## config.mk

```make
export PLATFORM = sky130hd
export DESIGN_NAME = coinc_window_readout
export DESIGN_NICKNAME = d
export VERILOG_FILES = /design/src/rtl/coinc_pkg.sv /design/src/rtl/pair_accumulator.sv /design/src/rtl/coinc_window_readout.sv
export SDC_FILE = /design/constraint.sdc
export NUM_CORES = 1
export LEC_CHECK = 0
export CAP_MARGIN = 10
export CORE_AREA = 2 2 123 125
export DETAILED_ROUTE_END_ITERATION = 8
export DIE_AREA = 0 0 125 127
export DONT_BUFFER_PORTS = 1
export GPL_ROUTABILITY_DRIVEN = 0
export HOLD_SLACK_MARGIN = 0.12
export PLACE_DENSITY = 0.8
export SYNTH_ARGS = -nofsm -noshare
export SYNTH_HDL_FRONTEND = slang
export SYNTH_SLANG_ARGS = --single-unit
```

## constraint.sdc

```tcl
create_clock -name Clk -period 3.15 [get_ports Clk]
set_input_delay 0.945 -clock Clk [delete_from_list [all_inputs] [get_ports Clk]]
set_output_delay 0.945 -clock Clk [all_outputs]
set_load 0.01 [all_outputs]
```

## src/rtl/coinc_pkg.sv

```systemverilog
// Shared types and pair-ordering helpers for the coincidence detector and its readout.
// Pair k enumerates channel pairs (i,j) with i<j, j varying fastest.
package coinc_pkg;

    typedef enum logic [1:0] {
        IDLE,
        COUNT,
        DRAIN
    } rdout_state_t;

    function automatic int npairs(input int nchan);
        return nchan * (nchan - 1) / 2;
    endfunction

    // Rows before i hold (nchan-1)+(nchan-2)+...; within row i, j starts at i+1.
    function automatic int pair_index(input int i, input int j, input int nchan);
        return i * nchan - (i * (i + 1)) / 2 + (j - i - 1);
    endfunction

    function automatic int idx_width(input int n);
        return (n > 1) ? $clog2(n) : 1;
    endfunction

endpackage

```

## src/rtl/pair_accumulator.sv

```systemverilog
// One pair's window accumulator: i_clear snapshots the count and zeroes the total; i_acc_en adds the modular delta.
// Latency 1 cycle; no backpressure. COINC_ACC_SATURATE_EN selects saturating accumulate plus a sticky o_sat.
module pair_accumulator
    import coinc_pkg::*;
#(
    parameter int NBITS = 4,
    parameter int NACC  = 16
) (
    input  logic             Clk,
    input  logic             Rst_n,
    input  logic             i_clear,
    input  logic             i_acc_en,
    input  logic [NBITS-1:0] i_count,
    output logic [NACC-1:0]  o_acc
`ifdef COINC_ACC_SATURATE_EN
    ,
    output logic             o_sat
`endif
);

    localparam int SUMW = NACC + 1;

    logic [NBITS-1:0] r_prev;
    logic [NACC-1:0]  r_acc;
    logic [NBITS-1:0] w_delta;

    // Subtraction at NBITS width gives the correct step across a counter wrap.
    assign w_delta = i_count - r_prev;
    assign o_acc   = r_acc;

`ifdef COINC_ACC_SATURATE_EN
    logic            r_sat;
    logic [SUMW-1:0] w_sum;

    assign w_sum = {1'b0, r_acc} + SUMW'(w_delta);
    assign o_sat = r_sat;

    always_ff @(posedge Clk or negedge Rst_n) begin
        if (!Rst_n) begin
            r_prev <= '0;
            r_acc  <= '0;
            r_sat  <= 1'b0;
        end else if (i_clear) begin
            r_prev <= i_count;
            r_acc  <= '0;
            r_sat  <= 1'b0;
        end else if (i_acc_en) begin
            r_prev <= i_count;
            if (w_sum[NACC]) begin
                r_acc <= '1;
                r_sat <= 1'b1;
            end else begin
                r_acc <= w_sum[NACC-1:0];
            end
        end
    end
`else
    always_ff @(posedge Clk or negedge Rst_n) begin
        if (!Rst_n) begin
            r_prev <= '0;
            r_acc  <= '0;
        end else if (i_clear) begin
            r_prev <= i_count;
            r_acc  <= '0;
        end else if (i_acc_en) begin
            r_prev <= i_count;
            r_acc  <= r_acc + NACC'(w_delta);
        end
    end
`endif

endmodule

```

## src/rtl/coinc_window_readout.sv

```systemverilog
// Gates the detector's wrapping pair counts over WindowLen cycles, then streams one total per pair (valid/ready).
// Latency: first Out_Valid WindowLen edges after the Start-sampling edge; DRAIN holds words while Out_Ready=0.
// Optional macro COINC_ACC_SATURATE_EN: saturating accumulators and an extra Out_Sat output.
module coinc_window_readout
    import coinc_pkg::*;
#(
    parameter  int NCHAN  = 4,
    parameter  int NBITS  = 4,
    parameter  int NACC   = 16,
    parameter  int NWIN   = 16,
    localparam int NPAIRS = npairs(NCHAN),
    localparam int IDXW   = idx_width(NPAIRS)
) (
    input  logic                    Clk,
    input  logic                    Rst_n,
    input  logic [NPAIRS*NBITS-1:0] Counts,
    input  logic [NWIN-1:0]         WindowLen,
    input  logic                    Start,
    input  logic                    Out_Ready,
    output logic                    Out_Valid,
    output logic [NACC-1:0]         Out_Data,
    output logic [IDXW-1:0]         Out_Index,
    output logic                    Out_Last,
    output logic                    Busy,
    output logic                    Done
`ifdef COINC_ACC_SATURATE_EN
    ,
    output logic                    Out_Sat
`endif
);

    localparam logic [IDXW-1:0] LAST_IDX = IDXW'(NPAIRS - 1);

    rdout_state_t    r_state;
    logic [NWIN-1:0] r_remaining;
    logic [IDXW-1:0] r_idx;
    logic            r_valid;
    logic            r_last;
    logic            r_busy;
    logic            r_done;

    logic            w_clear;
    logic            w_acc_en;
    logic [NACC-1:0] w_acc [NPAIRS];

    assign w_clear  = (r_state == IDLE) && Start;
    assign w_acc_en = (r_state == COUNT);

`ifdef COINC_ACC_SATURATE_EN
    logic w_sat [NPAIRS];
`endif

    for (genvar k = 0; k < NPAIRS; k++) begin : g_pair
        pair_accumulator #(
            .NBITS (NBITS),
            .NACC  (NACC)
        ) u_acc (
            .Clk      (Clk),
            .Rst_n    (Rst_n),
            .i_clear  (w_clear),
            .i_acc_en (w_acc_en),
            .i_count  (Counts[k*NBITS +: NBITS]),
            .o_acc    (w_acc[k])
`ifdef COINC_ACC_SATURATE_EN
            ,
            .o_sat    (w_sat[k])
`endif
        );
    end

    // Accumulators are frozen in DRAIN, so a plain mux keeps stalled words stable.
    assign Out_Valid = r_valid;
    assign Out_Data  = r_valid ? w_acc[r_idx] : '0;
    assign Out_Index = r_idx;
    assign Out_Last  = r_last;
    assign Busy      = r_busy;
    assign Done      = r_done;
`ifdef COINC_ACC_SATURATE_EN
    assign Out_Sat   = r_valid & w_sat[r_idx];
`endif

    always_ff @(posedge Clk or negedge Rst_n) begin
        if (!Rst_n) begin
            r_state     <= IDLE;
            r_remaining <= '0;
            r_idx       <= '0;
            r_valid     <= 1'b0;
            r_last      <= 1'b0;
            r_busy      <= 1'b0;
            r_done      <= 1'b0;
        end else begin
            r_done <= 1'b0;
            case (r_state)
                IDLE: begin
                    if (Start) begin
                        r_remaining <= WindowLen;
                        r_busy      <= 1'b1;
                        r_idx       <= '0;
                        if (WindowLen == '0) begin
                            r_state <= DRAIN;
                            r_valid <= 1'b1;
                            r_last  <= (LAST_IDX == '0);
                        end else begin
                            r_state <= COUNT;
                        end
                    end
                end
                COUNT: begin
                    r_remaining <= r_remaining - NWIN'(1);
                    // The sample taken on this edge is the last of the window.
                    if (r_remaining == NWIN'(1)) begin
                        r_state <= DRAIN;
                        r_valid <= 1'b1;
                        r_last  <= (LAST_IDX == '0);
                    end
                end
                DRAIN: begin
                    if (Out_Ready) begin
                        if (r_last) begin
                            r_state <= IDLE;
                            r_valid <= 1'b0;
                            r_last  <= 1'b0;
                            r_busy  <= 1'b0;
                            r_done  <= 1'b1;
                            r_idx   <= '0;
                        end else begin
                            r_idx  <= r_idx + IDXW'(1);
                            r_last <= ((r_idx + IDXW'(1)) == LAST_IDX);
                        end
                    end
                end
                default: begin
                    r_state <= IDLE;
                end
            endcase
        end
    end

endmodule

```

; Yosys cells after proc, flatten, opt, wreduce, memory -nomap -nowiden
; Cells that the tools add are included.
[totals]
reg_bits = 145
input_bits = 44
out_inout_bits = 23
word_cells = 114
[classes]
n_addsub = 14
order_cmp = 1
eq_ne = 9
mux = 57
bitwise_logic = 1
n_reduce_logical = 13
[ops]
columns = operator, count
row1 = 2-to-1 mux 16 bit, 16
row2 = adder 16 x 4 -> 16 bit, 6
row3 = binary-select mux 16 bit (select 3 bit), 1
row4 = 2-to-1 mux 4 bit, 12
row5 = one-hot mux 16 bit (2 select lines), 1
row6 = subtractor 4 bit, 6
row7 = equality test 16 x 1 -> 1 bit (second input constant), 1
row8 = zero test 16 bit, 1
row9 = subtractor 16 x 1 -> 16 bit (second input constant), 1
row10 = 2-to-1 mux 1 bit, 14
row11 = 2-to-1 mux 2 bit, 5
row12 = 2-to-1 mux 3 bit, 3
row13 = inequality test 2 bit (second input constant), 4
row14 = AND reduction 4 bit, 2
row15 = one-hot mux 1 bit (3 select lines), 2
row16 = one-hot mux 2 bit (3 select lines), 1
row17 = one-hot mux 3 bit (2 select lines), 1
row18 = AND reduction 6 bit, 1
row19 = nonzero test 2 bit, 3
row20 = AND reduction 5 bit, 1
row21 = >= comparator 4 bit (second input constant), 1
row22 = inverter 3 -> 4 bit, 1
row23 = adder 3 x 1 -> 3 bit (second input constant), 1
row24 = equality test 3 bit (second input constant), 1
row25 = other kinds (9), 9

; Longest topological paths before layout
[logic_depth]
depth_word = 5
depth_mapped = 11
mapped_depth_nobuf = 11

; Hierarchy
; A second synthesis with hierarchy kept.
[unflattened]
cells_unflattened = 1012
hier_area_um2 = 9726.8
[by_module_without_submodules]
columns = mod, instances, cells_per_inst, area_each_um2
row1 = pair_accumulator (g_pair[0].u_acc ...), 5, 124, 1217.4
row2 = coinc_window_readout, 1, 268, 2421.1
row3 = pair_accumulator (g_pair[5].u_acc), 1, 124, 1218.7

; Least setup slack after synthesis
; Ideal clock, no wire load.
[synth_timing]
kind = in2reg
start = in Counts[20]
end = reg g_pair[5].u_acc.r_acc[12]
setup_ps = 77
arrival_ps = 3123
required_time_ps = 3073
slack_ps = -50
cell_stages = 10
path_buffers = 0
cell_sequence = inv_1 ha_1 inv_1 fa_1 inv_1 fa_1 nand3b_1 a211o_1 or3_1 a21oi_1
[synth_via]
elab_chain_len = 4
[synth_rtl]
columns = element, line
row1 = from (decl), coinc_window_readout.sv:16  ; input logic [NPAIRS*NBITS-1:0] Counts,
row2 = subtractor 4 bit, pair_accumulator.sv:28  ; assign w_delta = i_count - r_prev;
row3 = adder 16 x 4 -> 16 bit, pair_accumulator.sv:67  ; r_acc <= r_acc + NACC'(w_delta);
row4 = 2-to-1 mux 16 bit, pair_accumulator.sv:65  ; end else if (i_acc_en) begin
row5 = 2-to-1 mux 16 bit, pair_accumulator.sv:62  ; end else if (i_clear) begin
row6 = to (signal assigned), pair_accumulator.sv:67
row7 = to (decl), pair_accumulator.sv:24  ; logic [NACC-1:0] r_acc;
; No other way between the ends. The select of a mux whose other input is x is not followed.
; A chain may end at the register's enable or synchronous reset.

; Worst setup path in the final report
[layout_timing]
start = reg r_idx[0] (netlist: Out_Index[0])
end = out Out_Data[8]
[layout_via]
elab_chain_len = 5
[layout_rtl]
columns = element, line
row1 = from (decl), coinc_window_readout.sv:36  ; logic [IDXW-1:0] r_idx;
row2 = from (signal assigned), coinc_window_readout.sv:127  ; r_idx <= r_idx + IDXW'(1);
row3 = inverter 3 -> 4 bit (not written as such), coinc_window_readout.sv:73  ; assign Out_Data = r_valid ? w_acc[r_idx] : '0;
row4 = binary-select mux 16 bit (select 3 bit), coinc_window_readout.sv:73
row5 = 2-to-1 mux 16 bit (not written as such) (2 in a row), coinc_window_readout.sv:73
row6 = 2-to-1 mux 16 bit, coinc_window_readout.sv:73
row7 = to (decl), coinc_window_readout.sv:21  ; output logic [NACC-1:0] Out_Data,
; No other way between the ends. The select of a mux whose other input is x is not followed.

==> key figures <==
Clock tree
  • CTS tree: built
  • Clock Path Buffers: 2
  • CTS Hold Buffers Added: 0
  • Post-CTS Setup Bufs: 0
  • Inserted Clock Buffers: 17
  • H-Tree Depth: 4
  • Worst-Skew Late Latency: 0.44 ns
  • Clock Sinks: 145
  • Root Buffer: clkbuf_16
  • Worst-path clk slew: 0.06 ns
  • Post-CTS Resized: 0

Outcome
  • Status: complete, no violations

Floorplanning
  • Num ports: 67
  • Chip Width: 125 um
  • Row Count: 44
  • Initial core utilization: roughly 64%
  • Total die area: ~16000 sq um
  • Die Height: 127 um
  • Core Area: between 10000 and 15000 sq um

GRT
  • Vias in the first global route: 7706
  • Initial antenna violation count: 0
  • Total grt overflow: 0
  • Largest net degree at the start of global routing: 146
  • First-pass GRT wire length: 38.0 mm
  • Tot GR Track Use: 29.9%

Setup path
  • Crit path capture type: output port
  • Critical Path RT: ~2.2 ns
  • Critical Path Source Type: register
  • Worst Path Arrival: 2.11 ns
  • Crit Path Class: reg -> out
  • R2R depth: 10
  • Critical-path maximum fanout: 23

Routing
  • Wire length per cell after detailed routing: 18.9 um
  • DRT Pass-1 Iters: 5
  • Vias: 7571
  • DRT iter0 DRCs: 491
  • Vias per cell: 6.33
  • Final ANT Viol Nets: 0
  • Total Wirelength: 22.7 mm
  • Number of remaining DRC errors: 0

Logic synthesis
  • Synth async-reset ratio: 100%
  • Post-synth top flop: dfrtp_1
  • Mapped Avg Cell Area: 9.32 sq um
  • Syn_nets: 1104
  • Ys Warns: 0
  • Post-synthesis cell count: between 900 and 1000
  • Post-synthesis sequential area ratio: 39.1%
  • Synth Register Bits: between 100 and 150
  • Post-synth EDFFs: 0
  • Cell Area, Synth: just over 9000 sq um
  • Unique cell type count in the Yosys netlist: 68

Layout
  • Final #Nets: 1107
  • Most common cell after layout, fill and taps aside: nand2_1
  • Most frequent cells in the layout: nand2_1 (148), dfrtp_1 (144), mux2i_1 (64)
  • ANT cells: 0
  • Post-layout util: 71.1%
  • Layout cell share with drive strength beyond 1: 10.4%
  • Area delta synth->final: 10.5%

Worst hold path
  • HP Class: in -> async

Power
  • Pwr per Cell Area: 878 nW/um^2
  • Leak: between 4 and 5 nW
  • Worst IR drop on VDD: 0.574 mV

STA
  • Setup violators final: 0
  • Minimum clock period: 3.05 ns
  • Fin. Hold Viols: 0
  • Period utilization: 96.9%
  • Worst Clk Skew: 0.00886 ns
  • Final WS setup: 0.0972 ns
  • Unrepaired setup endpoints after global routing: no
  • Fin. max-slew vios: 0
  • Relative slew slack: 36.4%
  • Fmax: 0.328 GHz
  • Actual slew at the worst max-slew pin: 0.945 ns
  • Fin Setup TNS: 0 ns

Placement
  • Pre-CTS setup slack: -0.208 ns
  • Buffers on Ports: 0
  • Post-DP HPWL: 15.5 mm

Job
  • Total of max-cap violations: 0
[metal layers]
layer / GRT usage [%] / part of all wire [%] / wire length [um]
met1: 39.1 / 42 / 9580
met2: 50.1 / 49 / 11100
met3: 5.28 / 6.1 / 1390
met4: 12.0 / 2.5 / 574
met5: 0 / 0 / 0
[through the flow]
stage / hold WS (ns) / power, mW / cell area [sq um] / cells
final: 0.197 / 9.01 / 10300 / 1196
after global routing: 0.188 / 9.62 / 10300 / 1196
after CTS: 0.190 / 8.94 / 10300 / 1196
after detailed placement: 0.460 / 6.64 / 9600 / 1164
after global placement: 0.457 / 6.44 / 9600 / 1164
after floorplan: 0.440 / 5.56 / 9290 / 996
[cell type report]
type | instances | area, sq um
multi-input cells | 738 | 5230
fillers | 1056 | 4170
flip-flops and latches | 145 | 3630
clock buffers | 18 | 439
repair buffers | 34 | 280
inverters | 63 | 236
well taps | 184 | 230
clock inverters | 14 | 213
[synthesized netlist by cell type (all sizes together) (5+ instances only)]
cell type / instances / share of area (%)
a21o: 13 / 1.1
a21oi: 61 / 3.3
a22o: 6 / 0.57
a31oi: 9 / 0.61
and3: 12 / 0.81
and4: 7 / 0.66
buf: 24 / 1.2
clkbuf: 26 / 1.1
dfrtp: 145 / 39
fa: 12 / 2.6
ha: 52 / 7.0
inv: 62 / 2.5
mux2i: 64 / 6.9
mux4: 16 / 3.9
nand2: 148 / 6.0
nand2b: 5 / 0.34
nand3: 52 / 2.9
nand3b: 5 / 0.40
nand4: 26 / 1.8
nor2: 56 / 2.3
nor4: 13 / 1.0
o211ai: 9 / 0.73
o21ai: 63 / 3.4
o311ai: 7 / 0.74
o31ai: 5 / 0.40
xnor2: 17 / 1.6
xor2: 17 / 1.6
[where the power goes]
part           internal, mW  leakage, nW  switching (mW)
combinational          1.60         2.62            2.10
clock                  1.42        0.296           0.845
sequential             2.38         1.84           0.653
[worst max-delay path, cell delays in order, from the launching register on]
cell	delay [ns]
dfrtp_2	0.48
buf_12	0.25
mux4_2	0.56
a21oi_1	0.24
nor2_1	0.13
[registers in the layout (all words and copies together) (netlist names)]
name and count:
Done 1, Out_Last 1, g_pair.u_acc.o_acc 96, g_pair.u_acc.r_prev 24, Out_Valid 1, r_state 2
Busy 1, r_remaining 16, Out_Index 3
[cell families after synthesis]
logic type / Yosys count / synth area share (%)
DFF: 145 / 39.1
buffers and inverters: 113 / 4.84
and+or+nand+nor: 349 / 18.2
xor gates and xnor gates: 34 / 3.21
adders and majority gates: 64 / 9.60
AOI/OAI and AO/OA: 211 / 14.2
muxes: 80 / 10.8
[worst paths after layout]
path	end	from	slack, ns
worst max register to register	g_pair[3].u_acc.o_acc[15]$_DFFE_PN0P_	g_pair[3].u_acc.r_prev[1]$_DFFE_PN0P_	0.37
worst max-delay path	Out_Data[8]	Out_Index[0]$_DFFE_PN0P_	0.1
max in group asynchronous	g_pair[4].u_acc.o_acc[11]$_DFFE_PN0P_	Rst_n	2.71
worst min register to register	g_pair[0].u_acc.o_acc[15]$_DFFE_PN0P_	g_pair[0].u_acc.o_acc[15]$_DFFE_PN0P_	0.48
worst min-delay path	g_pair[4].u_acc.r_prev[3]$_DFFE_PN0P_	Rst_n	0.20
min in group Clk	g_pair[0].u_acc.o_acc[15]$_DFFE_PN0P_	g_pair[0].u_acc.o_acc[15]$_DFFE_PN0P_	0.48
Power figures use the tool's default switching activity.
